--- config.mk ---
export PLATFORM = sky130hd
export DESIGN_NAME = gmii_mac_tx
export DESIGN_NICKNAME = d
export VERILOG_FILES = /design/src/rtl/eth_pkg.sv /design/src/rtl/crc32_d8.sv /design/src/rtl/gmii_mac_tx.sv
export SDC_FILE = /design/constraint.sdc
export NUM_CORES = 1
export LEC_CHECK = 0
export ABC_AREA = 1
export BUFFER_PORTS_ARGS = -buffer_cell sky130_fd_sc_hd__buf_2
export CELL_PAD_IN_SITES_DETAIL_PLACEMENT = 1
export CELL_PAD_IN_SITES_GLOBAL_PLACEMENT = 2
export CORE_UTILIZATION = 34
export CTS_BUF_LIST = sky130_fd_sc_hd__clkbuf_4 sky130_fd_sc_hd__clkbuf_8 sky130_fd_sc_hd__clkbuf_16
export DETAILED_ROUTE_END_ITERATION = 12
export GPL_ROUTABILITY_DRIVEN = 0
export PLACE_DENSITY_LB_ADDON = 0.1
export SLEW_MARGIN = 20
export SYNTH_ARGS = -nofsm -noshare
export SYNTH_HDL_FRONTEND = slang
export SYNTH_SLANG_ARGS = --single-unit
--- constraint.sdc ---
create_clock -name gmii_tx_clk -period 2.5 [get_ports gmii_tx_clk]
set_clock_uncertainty 0.1 [all_clocks]
set_input_delay 0.25 -clock gmii_tx_clk [delete_from_list [all_inputs] [get_ports gmii_tx_clk]]
set_output_delay 0.25 -clock gmii_tx_clk [all_outputs]
set_load 0.05 [all_outputs]
--- src/rtl/eth_pkg.sv ---
// Shared Ethernet framing constants and the transmit framer state type.
package eth_pkg;

  localparam logic [7:0]  ETH_PREAMBLE    = 8'h55;
  localparam logic [7:0]  ETH_SFD         = 8'hD5;
  localparam logic [31:0] CRC32_POLY_REFL = 32'hEDB88320;
  localparam logic [31:0] CRC32_INIT      = 32'hFFFFFFFF;
  localparam logic [31:0] CRC32_RESIDUE   = 32'hDEBB20E3;

  typedef enum logic [2:0] {
    StIdle,
    StPre,
    StSfd,
    StData,
    StPad,
    StFcs,
    StIfg
  } tx_state_e;

endpackage

--- src/rtl/crc32_d8.sv ---
// Combinational CRC-32 (reflected) update for one byte, LSB first.
module crc32_d8
  import eth_pkg::*;
(
  input  logic [31:0] crc_i,
  input  logic [7:0]  data_i,
  output logic [31:0] crc_o
);

  logic [31:0] c;

  always_comb begin
    c = crc_i ^ {24'h000000, data_i};
    for (int i = 0; i < 8; i++) begin
      c = c[0] ? ((c >> 1) ^ CRC32_POLY_REFL) : (c >> 1);
    end
    crc_o = c;
  end

endmodule

--- src/rtl/gmii_mac_tx.sv ---
// GMII transmit framer: preamble, SFD, payload, zero pad, CRC-32 FCS and inter-frame gap.
module gmii_mac_tx
  import eth_pkg::*;
#(
  parameter int unsigned MIN_PAYLOAD = 60,
  parameter int unsigned IFG_CYCLES  = 12
) (
  input  logic       gmii_tx_clk,
  input  logic       RES,
  input  logic [7:0] s_data,
  input  logic       s_valid,
  input  logic       s_last,
  output logic       s_ready,
  output logic       gmii_tx_en,
  output logic [7:0] gmii_txd,
  output logic       busy,
  output logic       frame_done,
  output logic       underrun
);

  localparam logic [10:0] CntMax  = 11'h7FF;
  localparam logic [10:0] MinLen  = 11'(MIN_PAYLOAD);
  localparam logic [10:0] IfgLast = 11'(IFG_CYCLES - 1);

  tx_state_e   state_q, state_d;
  logic [10:0] cnt_q, cnt_d;
  logic [10:0] cnt_inc;
  logic [31:0] crc_q, crc_d, crc_next;
  logic [7:0]  crc_byte;
  logic        tx_en_q, tx_en_d;
  logic [7:0]  txd_q, txd_d;
  logic        frame_done_q, frame_done_d;
  logic        underrun_q, underrun_d;

  // Byte count saturates rather than wrapping on oversized frames.
  assign cnt_inc  = (cnt_q == CntMax) ? cnt_q : cnt_q + 11'd1;
  assign crc_byte = (state_q == StPad) ? 8'h00 : s_data;

  crc32_d8 u_crc32_d8 (
    .crc_i (crc_q),
    .data_i(crc_byte),
    .crc_o (crc_next)
  );

  always_comb begin
    state_d      = state_q;
    cnt_d        = cnt_q;
    crc_d        = crc_q;
    tx_en_d      = 1'b0;
    txd_d        = 8'h00;
    frame_done_d = 1'b0;
    underrun_d   = 1'b0;
    unique case (state_q)
      StIdle: begin
        if (s_valid) begin
          state_d = StPre;
          cnt_d   = '0;
        end
      end
      StPre: begin
        tx_en_d = 1'b1;
        txd_d   = ETH_PREAMBLE;
        cnt_d   = cnt_q + 11'd1;
        if (cnt_q == 11'd6) begin
          state_d = StSfd;
          cnt_d   = '0;
        end
      end
      StSfd: begin
        tx_en_d = 1'b1;
        txd_d   = ETH_SFD;
        crc_d   = CRC32_INIT;
        cnt_d   = '0;
        state_d = StData;
      end
      StData: begin
        if (s_valid) begin
          tx_en_d = 1'b1;
          txd_d   = s_data;
          crc_d   = crc_next;
          cnt_d   = cnt_inc;
          if (s_last) begin
            if (cnt_inc < MinLen) begin
              state_d = StPad;
            end else begin
              state_d = StFcs;
              cnt_d   = '0;
            end
          end
        end else begin
          // Source starved mid-frame: drop tx_en without an FCS.
          underrun_d = 1'b1;
          state_d    = StIfg;
          cnt_d      = '0;
        end
      end
      StPad: begin
        tx_en_d = 1'b1;
        crc_d   = crc_next;
        cnt_d   = cnt_inc;
        if (cnt_inc >= MinLen) begin
          state_d = StFcs;
          cnt_d   = '0;
        end
      end
      StFcs: begin
        tx_en_d = 1'b1;
        txd_d   = ~crc_q[{cnt_q[1:0], 3'b000} +: 8];
        cnt_d   = cnt_q + 11'd1;
        if (cnt_q[1:0] == 2'd3) begin
          frame_done_d = 1'b1;
          state_d      = StIfg;
          cnt_d        = '0;
        end
      end
      StIfg: begin
        cnt_d = cnt_q + 11'd1;
        if (cnt_q >= IfgLast) begin
          state_d = StIdle;
          cnt_d   = '0;
        end
      end
      default: state_d = StIdle;
    endcase
  end

  always_ff @(posedge gmii_tx_clk or posedge RES) begin
    if (RES) begin
      state_q      <= StIdle;
      cnt_q        <= '0;
      crc_q        <= CRC32_INIT;
      tx_en_q      <= 1'b0;
      txd_q        <= 8'h00;
      frame_done_q <= 1'b0;
      underrun_q   <= 1'b0;
    end else begin
      state_q      <= state_d;
      cnt_q        <= cnt_d;
      crc_q        <= crc_d;
      tx_en_q      <= tx_en_d;
      txd_q        <= txd_d;
      frame_done_q <= frame_done_d;
      underrun_q   <= underrun_d;
    end
  end

  assign s_ready    = (state_q == StData);
  assign busy       = (state_q != StIdle);
  assign gmii_tx_en = tx_en_q;
  assign gmii_txd   = txd_q;
  assign frame_done = frame_done_q;
  assign underrun   = underrun_q;

endmodule

# == Word-level counts from Yosys, hierarchy flattened ==
# Index checks and enable logic that the tools add are counted.
# totals
input_bits,12
reg_bits,57
wordCells,84
out_inout_bits,13
# op_classes
n_addsub,1
mux,38
order_cmp,3
bitwise,10
eq_ne,16
n_shift,1
reduce_logical,8
# ops
op,n
2-to-1 mux 32 bit,9
inverter 13 -> 14 bit,8
2-to-1 mux 11 bit,9
case mux 32 bit (3 select lines),1
case mux 11 bit (7 select lines),1
case mux 8 bit (4 select lines),1
variable part select 32 x 6 -> 8 bit,1
XOR 32 x 8 -> 32 bit,1
2-to-1 mux 3 bit,7
case mux 3 bit (7 select lines),1
2-to-1 mux 8 bit,2
adder 11 x 1 -> 11 bit (second input constant),1
== test 11 bit (second input constant),1
== test 11 x 3 -> 1 bit (second input constant),1
>= comparator 11 x 4 -> 1 bit (second input constant),1
>= comparator 11 x 6 -> 1 bit (second input constant),1
less-than comparator 11 x 6 -> 1 bit (second input constant),1
!= test 2 bit (second input constant),5
== test 3 bit (second input constant),3
inverter 8 bit,1
nonzero test 7 bit,1
== test 3 x 2 -> 1 bit (second input constant),2
2-to-1 mux 1 bit,6
AND reduction 6 bit,1
other kinds (9),11

# == Logic depth before layout (Yosys ltp) ==
# Gate-level depths: netlist of run 1.
# logic_depth
ltp_word,21
depth_mapped,18
mapped_depth_nobuf,16

# == Modules after synthesis ==
# A second synthesis of run 1 with hierarchy kept.
# hier_totals
hier_cells,649
hier_area_um2,4505.6
# by_module_without_submodules
module,instances,cells_per_inst,seq_area_each_um2,area_each_um2
gmii_mac_tx,1,428,1466.4,3283.1
crc32_d8,1,221,0.0,1222.4

# == Worst setup path before layout of run 1 ==
# No wires, ideal clock.
# synth_path
path_type,register -> register
start,register cnt_q[1]
end,register cnt_q[1]
t_arrival_ns,1.775
required_time_ns,2.274
setup_time_ns,0.126
n_path_buf,1
synth_period_minus_slack_ns,2.001
path_slack_ns,0.499
path_stages_with_launch,12
cell_sequence,dfrtp_1 > ha_1 > nand3_1 > nor2_2 > nand3_1 > buf_2 > o21ai_0 > nand3_1 > nand3b_1 > nand2_1 > nand3_1 > nand3_1
# synth_between
elab_chain_len,7
word_cells_on_any_way,16
classes_between,add/sub (1); order compare (3); eq/ne (3); mux (9)
# synth_rtl
item,line_no,rtl
"start, declared",gmii_mac_tx.sv:26,"logic [10:0] cnt_q, cnt_d;"
"start signal, assigned",gmii_mac_tx.sv:138,cnt_q <= cnt_d;
adder 11 x 1 -> 11 bit or == test 11 bit (tied branches),--,
2-to-1 mux 11 bit,gmii_mac_tx.sv:36,assign cnt_inc = (cnt_q == CntMax) ? cnt_q : cnt_q + 11'd1;
less-than comparator 11 x 6 -> 1 bit,gmii_mac_tx.sv:83,if (cnt_inc < MinLen) begin
2-to-1 mux 11 bit,gmii_mac_tx.sv:83,
2-to-1 mux 11 bit,gmii_mac_tx.sv:82,if (s_last) begin
2-to-1 mux 11 bit,gmii_mac_tx.sv:77,if (s_valid) begin
case mux 11 bit (7 select lines) *,gmii_mac_tx.sv:53,unique case (state_q)
# Mark *: on every way between the ends. The rest lies on a longest branch, timed or not.
# A chain may end at the register's enable or synchronous reset.

# == Worst setup path in the final report of run 1 ==
# layout_path
start,register state_q[1]
end,register crc_q[18]
# layout_between
elab_chain_len,17
word_cells_on_any_way,23
classes_between,eq/ne (4); mux (11); bitwise (6); reduce/logical (2)
# layout_rtl
item,line_no,rtl
"start, declared",gmii_mac_tx.sv:25,"tx_state_e state_q, state_d;"
"start signal, assigned",gmii_mac_tx.sv:129,state_q <= StIdle;
"start signal, assigned",gmii_mac_tx.sv:137,state_q <= state_d;
== test 3 bit,"gmii_mac_tx.sv:37, gmii_mac_tx.sv:53",
2-to-1 mux 8 bit,gmii_mac_tx.sv:37,assign crc_byte = (state_q == StPad) ? 8'h00 : s_data;
XOR 32 x 8 -> 32 bit,crc32_d8.sv:13,"c = crc_i ^ {24'h000000, data_i};"
2-to-1 mux 32 bit (2 in series),crc32_d8.sv:15,c = c[0] ? ((c >> 1) ^ CRC32_POLY_REFL) : (c >> 1);
inverter 13 -> 14 bit (no source line),--,
2-to-1 mux 32 bit (2 in series),crc32_d8.sv:15,
inverter 13 -> 14 bit (no source line),--,
2-to-1 mux 32 bit,crc32_d8.sv:15,
inverter 13 -> 14 bit (no source line),--,
2-to-1 mux 32 bit,crc32_d8.sv:15,
inverter 13 -> 14 bit (no source line),--,
2-to-1 mux 32 bit (2 in series),crc32_d8.sv:15,
2-to-1 mux 32 bit,gmii_mac_tx.sv:77,
case mux 32 bit (3 select lines),gmii_mac_tx.sv:53,
"end signal, assigned",gmii_mac_tx.sv:139,crc_q <= crc_d;
"end, declared",gmii_mac_tx.sv:28,"logic [31:0] crc_q, crc_d, crc_next;"
# Several ways; a longest one is shown, not always the timed one. The select of a mux whose other input is x is not followed.

==> flow_summary.yaml, run 1 <==
yosys:
  synth-xor-area-share_pct: 8.506
  ys_seq_area_share_pct: 34.14
  syn-cell-area_sq_um: 4295
  synth.avg_cell_area_sq_um: 6.818
  synth_mux_area_share_pct: 0
  yosys.area_share.simple_pct: 33.79
  syn_nets: 645
  synth_top_family_by_area: "simple AND/OR/NAND/NOR gates"
  synth-seq-cells: 57
  ys_async_sr_fraction_pct: 100.0
  synth.largest_area_cell: "dfstp_2"
  synth_flop_cell: "dfstp_2"
  synth_cell_types: 36
  synth_compound_area_share_pct: 12.53
  netlist_top_cells_area: "dfstp_2 20%, nand2_1 17%, dfrtp_1 15%"
  yosys_warnings: 0
  synth_edf_count: 0
  synth_top_area_share_pct: 19.57
  synth-adder-area-share_pct: 0.8739
  syn_inst: 630
placed_design:
  dpl-instance-area_sq_um: 4761
  hpwl_mm: 11.83
  pre_cts_ws_ns: 0.09347
  io_buffers: 24
critical_path:
  ff2ff_path_depth: 9
  r2r_end: "crc_q[18]$_DFFE_PP1P_"
  crit_end: "crc_q[18]$_DFFE_PP1P_"
  crit_path_end_kind: "flop"
  cp.arrival_ns: 2.45
  critPathRequiredTime_ns: 2.66
  crit_type: "flop to flop"
  rr_startpoint: "state_q[1]$_DFFE_PP0P_"
  worstSetupStartpoint: "state_q[1]$_DFFE_PP0P_"
  path_max_fanout: 10
  cp-start-kind: "flop"
  ff2ff_setup_slack_ns: 0.21
cells_and_area:
  diodes: 0
  layout_common_cells: "194 x nand2_1, 85 x inv_1, 60 x nand3_1"
  fin_area_sq_um: 5086
  drive_gt1_share_pct: 20.73
  layout-area-overhead-vs-synth_pct: 18.41
  seqCellArea_sq_um: 1466
  multiInputGateArea_sq_um: 2420
  final_core_util_pct: 41.82
  final_common_cell: "nand2_1"
  fillerInstances: 1595
  nets: 695
power_and_ir_drop:
  peakVddDrop_uv: 601.2
  powerDensity_nw_per_um2: 1550
  power_leakage_nw: 2.616
  fin_total_pwr_mw: 7.884
sta:
  fmax_mhz: 436.8
  setup_tns_ns: 0
  slew-limit-headroom_pct: 47.92
  setup_slack_ns: 0.2106
  fin_crit_ns: 2.289
  finalSetupViolCount: 0
  fin_crit_sh_pct: 91.58
  finalHoldViolations: 0
  maxSlewViolCount: 0
  tightest_slew_ns: 0.7812
cts:
  clockBufferDepth: 2
  numCtsBuffers: 9
  cts_hold_buf: 0
  h-tree-depth: 3
  root_buffer: "clkbuf_16"
  clk_latency_ns: 0.34
  path_clk_slew_ns: 0.05
  cts_tree: "done"
  cts.sinks: 57
route:
  drt-wirelength-per-cell_microns: 17.90
  avgViaCountPerCell: 5.097
  vias: 4348
  wirelength_mm: 15.27
  drtIter0Drc: 125
  ant_nets: 0
  drcViolationCount: 0
  drtPass1Iterations: 4
floorplanning:
  die_h_microns: 114.4
  coreArea_sq_um: 12160
  start_util_pct: 35.32
  io_pins: 25
  die_w_microns: 114.4
  die-area_sq_um: 13090
  rows: 40
global_routing:
  grtUsageTotal_pct: 25.38
  grt_antenna_before_repair: 0
  grt_overflow: 0
  grt_pass1_vias: 4564
  grt_max_degree: 58
  grt_pass1_wl_mm: 24.55
worst_hold_path:
  hp-class: "input pin to async pin"
flow_run:
  cap_violations: 0
run_status:
  status: "complete, no violations"
==> cells in the mapped netlist, types with 2 or more instances <==
cell / n
ha_1: 3
o22ai_1: 16
nor2_2: 4
o21ai_0: 27
clkinv_1: 2
a21oi_1: 19
nand4_1: 6
inv_2: 3
nand2_2: 17
nand3_1: 61
nand2_4: 3
buf_2: 4
o21bai_1: 2
a22oi_1: 3
xnor2_1: 4
nand3b_1: 2
dfrtp_1: 25
o211ai_1: 3
clkbuf_1: 8
inv_1: 86
a211oi_1: 4
buf_6: 4
o31ai_1: 3
nand2_1: 197
dfstp_2: 32
or2_2: 2
o21ai_1: 5
xor2_1: 29
xor2_2: 3
nor2_1: 41
o2111ai_1: 7
==> kinds of logic (layout without fill, tap and decap cells) <==
| group | after synthesis | in the layout |
|---|---|---|
| xor+xnor | 37 | 37 |
| compound gates | 90 | 90 |
| fa+ha+maj | 3 | 3 |
| flops | 57 | 57 |
| simple gates | 336 | 336 |
| buf+inv | 107 | 162 |
==> critical path, cell delays in order (launching register included) <==
cell     delay [ns]
dfrtp_1        0.42
nor2_4         0.14
nand2_4        0.14
nand2_4        0.11
xor2_4         0.45
xor2_2         0.26
xor2_1         0.27
nand2_1        0.14
nand3_1        0.10
nand2_1        0.07
==> where the power goes <==
part / leakage, nW / total (mW) / internal (mW) / switching, mW
logic: 1.80 / 4.94 / 1.64 / 3.31
registers: 0.669 / 1.76 / 1.46 / 0.292
clock network: 0.146 / 1.19 / 0.741 / 0.446
==> metrics by stage <==
stage / hold slack (ns) / std cells
5_1_grt: 0.09060 / 853
3_5_place_dp: 0.4172 / 835
4_1_cts: 0.07119 / 851
2_1_floorplan: 0.2489 / 630
6_report: 0.02282 / 853
3_3_place_gp: 0.4040 / 835
==> how the worst min path moves through the flow <==
stage,from,end,slack (ns),cells after the start
global route,RES,cnt_q[9]$_DFFE_PP0P_,0.09,3
global placement,cnt_q[10]$_DFFE_PP0P_,cnt_q[10]$_DFFE_PP0P_,0.40,2
finish,RES,cnt_q[9]$_DFFE_PP0P_,0.02,3
detailed placement,crc_q[5]$_DFFE_PP1P_,crc_q[5]$_DFFE_PP1P_,0.42,2
CTS,RES,cnt_q[10]$_DFFE_PP0P_,0.07,3
floorplan,s_valid,underrun$_DFF_PP0_,0.25,1
==> registers in the layout, summed over array words and instances (netlist names) <==
signal / cells
underrun: 1
cnt_q: 11
gmii_txd: 8
crc_q: 32
frame_done: 1
state_q: 3
gmii_tx_en: 1
==> repair_timing <==
item                       in CTS  in global routing
setup buffers                   0                  2
gates resized for setup         0                  7
setup endpoints to repair       0                  7
==> layout make-up <==
class | instances | area share [%]
inverters | 91 | 6.716
clock inverters | 3 | 0.2952
well taps | 168 | 4.133
repair buffers | 55 | 7.183
clock buffers | 13 | 5.264
multi-input cells | 466 | 47.58
flip-flops and latches | 57 | 28.83
==> metal layers <==
layer / up-vias / track usage, % / routed length [microns]
li1: 2117 / - / -
met1: 2143 / 29.20 / 6635
met2: 58 / 46.46 / 7857
met3: 30 / 5.135 / 354
met4: 0 / 8.918 / 420
met5: - / 0 / 0
Power figures use the tool's default switching activity.
==> run 2, diff against run 1 <==
- PLACE_DENSITY: not set -> 0.78
- PLACE_DENSITY_LB_ADDON: 0.1 -> not set
==> flow_summary.yaml, run 2 (synthesis gave the netlist of run 1 again) <==
cells_and_area:
  largest_reg_flops: 32
  drive_gt1_share_pct: 19.97
  fin_cells: 849
  layout-area-overhead-vs-synth_pct: 17.97
  fillerInstances: 1592
  nets: 691
  layout_common_cells: "195 x nand2_1, 85 x inv_1, 60 x nand3_1"
  fin_area_sq_um: 5067
  top_register: "crc_q"
  multiInputGateArea_sq_um: 2416
  diodes: 0
  final_common_cell: "nand2_1"
  seqCellArea_sq_um: 1466
cts:
  path_clk_slew_ns: 0.06
  cts_tree: "done"
  root_buffer: "clkbuf_16"
  numCtsBuffers: 9
  h-tree-depth: 3
  clk_latency_ns: 0.35
  cts.sinks: 57
  clockBufferDepth: 2
placed_design:
  pre_cts_ws_ns: 0.09787
  dpl-instance-area_sq_um: 4718
  dp_cells: 831
  io_buffers: 24
  hpwl_mm: 11.46
global_routing:
  grt_pass1_vias: 4385
  grt_pass1_wl_mm: 24.21
  grt_antenna_before_repair: 0
  grt_max_degree: 22
  grtUsageTotal_pct: 25.01
  grt_overflow: 0
route:
  ant_nets: 0
  vias: 4280
  wirelength_mm: 15.03
  drt-wirelength-per-cell_microns: 17.70
  drcViolationCount: 0
  drtPass1Iterations: 4
  drtIter0Drc: 280
  avgViaCountPerCell: 5.041
floorplanning:
  coreArea_sq_um: 12160
  rows: 40
  die_w_microns: 114.4
  die_h_microns: 114.4
  start_util_pct: 35.32
  io_pins: 25
  die-area_sq_um: 13090
worst_hold_path:
  hp-class: "input pin to flop"
power_and_ir_drop:
  power_leakage_nw: 2.592
  peakVddDrop_uv: 567.4
  fin_total_pwr_mw: 7.991
  powerDensity_nw_per_um2: 1577
run_status:
  status: "complete, no violations"
critical_path:
  critPathRequiredTime_ns: 2.68
  cp.arrival_ns: 2.51
  cp-start-kind: "flop"
  path_max_fanout: 17
  crit_path_end_kind: "flop"
  crit_type: "flop to flop"
sta:
  fin_crit_sh_pct: 93.01
  rsz0062_at_grt: "yes"
  slew-limit-headroom_pct: 51.28
  fin_crit_ns: 2.325
  setup_slack_ns: 0.1747
  setup_tns_ns: 0
  finalHoldViolations: 0
  finalSetupViolCount: 0
  maxSlewViolCount: 0
  tightest_slew_ns: 0.7260
  fmax_mhz: 430.1
flow_run:
  cap_violations: 0
-- run 2: worst paths after layout --
path	endpoint	slack (ns)	depth (start not counted)	startpoint
worst min-delay path	gmii_txd[5]$_DFF_PP0_	0.08	3	s_data[5]
min in group asynchronous	state_q[2]$_DFFE_PP0P_	0.37	3	RES
worst max-delay path	crc_q[25]$_DFFE_PP1P_	0.17	14	state_q[1]$_DFFE_PP0P_
max in group asynchronous	crc_q[29]$_DFFE_PP1P_	1.18	4	RES
worst max register to register	crc_q[25]$_DFFE_PP1P_	0.17	14	state_q[1]$_DFFE_PP0P_
worst min register to register	crc_q[5]$_DFFE_PP1P_	0.42	2	crc_q[5]$_DFFE_PP1P_
-- run 2: through the flow --
step / util [%] / hold slack [ns]
floorplan: - / 0.2489
global placement: 38.80 / 0.1916
detailed placement: 38.80 / 0.1972
CTS: 41.41 / 0.07378
global route: 41.67 / 0.1001
finish: 41.67 / 0.07578
-- run 2: layer usage --
layer	global-route usage, %	wire length, microns	up-vias
met4	8.052	133	0
met5	0	0	-
met3	3.176	428	9
met2	41.37	7257	60
li1	-	-	2100
met1	33.88	7210	2111
-- run 2: final cells by class --
class	instances	area share, %
multi-input cells	466	47.68
clock buffers	13	5.284
clock inverters	3	0.7901
repair buffers	51	6.420
well taps	168	4.148
flip-flops and latches	57	28.94
inverters	91	6.741
-- run 2: repair_timing --
item	4_1_cts	5_1_grt
hold buffers	1	0
endpoints found under the hold margin	16	0
gates resized for setup	0	5
buffers inserted	0	1
endpoints found under the setup margin	0	11
-- run 2: report_power, final --
part	internal (mW)	switching, mW	leakage, nW
Clock	0.844	0.467	0.156
Combinational	1.59	3.35	1.77
Sequential	1.46	0.274	0.669
-- run 2: worst max-delay path: stages, from the launching register on --
cell and delay, ns:
dfrtp_1 0.43, nor2_4 0.20, nand2_8 0.15, buf_4 0.19, nand2_2 0.06, nand2_1 0.06, nand2_2 0.13, nand2_1 0.11
nand2_4 0.16, xor2_2 0.30, nor2_1 0.09, nor2_1 0.09, nand2_1 0.06, o21ai_1 0.07, inv_1 0.05
==> run 3, diff against run 2 <==
- HOLD_SLACK_MARGIN: not set -> 0.08
- SLEW_MARGIN: 20 -> 40
==> flow_summary.yaml, run 3 (synthesis gave the netlist of run 1 again) <==
route:
  vias: 4282
  drcViolationCount: 0
  drt-wirelength-per-cell_microns: 17.68
  ant_nets: 0
  wirelength_mm: 15.05
  drtIter0Drc: 270
  avgViaCountPerCell: 5.032
  drtPass1Iterations: 4
cts:
  numCtsBuffers: 9
  cts.sinks: 57
  root_buffer: "clkbuf_16"
  path_clk_slew_ns: 0.05
  cts_tree: "done"
  clk_latency_ns: 0.35
  clockBufferDepth: 2
  h-tree-depth: 3
sta:
  fin_crit_ns: 2.334
  fin_crit_sh_pct: 93.36
  finalSetupViolCount: 0
  finalHoldViolations: 0
  rsz0062_at_grt: "yes"
  tightest_slew_ns: 0.7331
  fmax_mhz: 428.4
  maxSlewViolCount: 0
  setup_slack_ns: 0.1660
  slew-limit-headroom_pct: 50.80
cells_and_area:
  final_common_cell: "nand2_1"
  fin_area_sq_um: 5087
  drive_gt1_share_pct: 19.91
  top_register: "crc_q"
  layout_common_cells: "195 x nand2_1, 85 x inv_1, 60 x nand3_1"
  largest_reg_flops: 32
  diodes: 0
  nets: 693
  fin_cells: 851
  layout-area-overhead-vs-synth_pct: 18.44
worst_hold_path:
  holdPathStages: 3
  hp-class: "input pin to flop"
run_status:
  status: "complete, no violations"
power_and_ir_drop:
  power_leakage_nw: 2.601
  p_seq_share_pct: 21.7
  switching_share_pct: 51.16
  power_frac_clock_pct: 16.4
  power_frac_comb_pct: 61.8
  p_switching_mw: 4.083
  peakVddDrop_uv: 564.3
  powerDensity_nw_per_um2: 1569
  p_int_mw: 3.898
critical_path:
  path_max_fanout: 17
  critPathRequiredTime_ns: 2.68
  crit_path_end_kind: "flop"
  cp-start-kind: "flop"
  cp.arrival_ns: 2.51
  ff2ff_path_depth: 17
  crit_type: "flop to flop"
global_routing:
  grt_antenna_before_repair: 0
  grt_overflow: 0
  grt_pass1_vias: 4398
  grt_max_degree: 22
  grt_pass1_wl_mm: 24.27
  grtUsageTotal_pct: 25.07
flow_run:
  cap_violations: 0
floorplanning:
  coreArea_sq_um: 12160
  die_w_microns: 114.4
  die-area_sq_um: 13090
  io_pins: 25
  die_h_microns: 114.4
  rows: 40
  start_util_pct: 35.32
placed_design:
  dp_cells: 831
  pre_cts_ws_ns: 0.09787
  hpwl_mm: 11.46
  io_buffers: 24
  dpl-instance-area_sq_um: 4718
-- run 3: changes by cell type in the layout (fill, tap and decap cells not counted), sizes merged --
cell	before	now
dlygate4sd3	1	3
-- run 3: area by class of cell --
cell class	instances	area, sq um
inverter	91	341.6
timing repair buffer	53	345.3
clock buffer	13	267.8
sequential	57	1466
fill	1593	7074
clock inverter	3	40.04
multi-input combinational	466	2416
tap	168	210.2
-- run 3: per-stage QoR --
stage               power, mW  util, %  TNS (ns)  hold slack [ns]
CTS                     7.984    41.57         0          0.08086
global route            8.647    41.83  -0.03976           0.1001
floorplan               5.123        -         0           0.2489
detailed placement      6.626    38.80         0           0.1972
global placement        6.480    38.80         0           0.1916
finish                  7.981    41.83         0          0.08428
-- run 3: layer usage --
metal  global-route usage [%]  share of wire [%]
met1                    33.88                 47
met2                    41.58                 49
met3                    3.176                3.1
met4                    8.052               0.76
met5                        0                  0
-- run 3: final timing paths --
check | to | from | slack (ns)
setup reg to reg | crc_q[20]$_DFFE_PP1P_ | state_q[1]$_DFFE_PP0P_ | 0.17
hold / removal | gmii_txd[7]$_DFF_PP0_ | s_data[7] | 0.08
max in group asynchronous | crc_q[29]$_DFFE_PP1P_ | RES | 1.18
setup / recovery | crc_q[20]$_DFFE_PP1P_ | state_q[1]$_DFFE_PP0P_ | 0.17
hold reg to reg | crc_q[5]$_DFFE_PP1P_ | crc_q[5]$_DFFE_PP1P_ | 0.42
min in group asynchronous | state_q[2]$_DFFE_PP0P_ | RES | 0.37
-- run 3: worst max-delay path, cell delays in order, from the launching register on --
cell	delay, ns
dfrtp_1	0.42
nor2_4	0.20
nand2_8	0.15
buf_4	0.19
nand2_2	0.06
nand2_1	0.06
nand2_2	0.13
nand2_1	0.11
nand2_4	0.16
nand2_2	0.10
nand2_2	0.12
nand2_1	0.07
nand2_1	0.09
inv_1	0.05
nand2_1	0.07
nand3_1	0.07
nand2_1	0.06
inv_1	0.03
-- run 3: repair_timing --
item,4_1_cts,5_1_grt
gates resized for setup,0,5
setup endpoints to repair,0,11
buffers inserted,0,1
hold buffers,3,0
endpoints found under the hold margin,18,0
-- run 3: power groups by stage --
stage	Clock [mW]	Sequential, mW	Combinational (mW)
5_1_grt	1.38	1.78	5.48
6_report	1.31	1.74	4.94
4_1_cts	1.34	1.73	4.91
3_5_place_dp	0	1.75	4.88
3_3_place_gp	0	1.73	4.75
2_1_floorplan	0	1.87	3.25
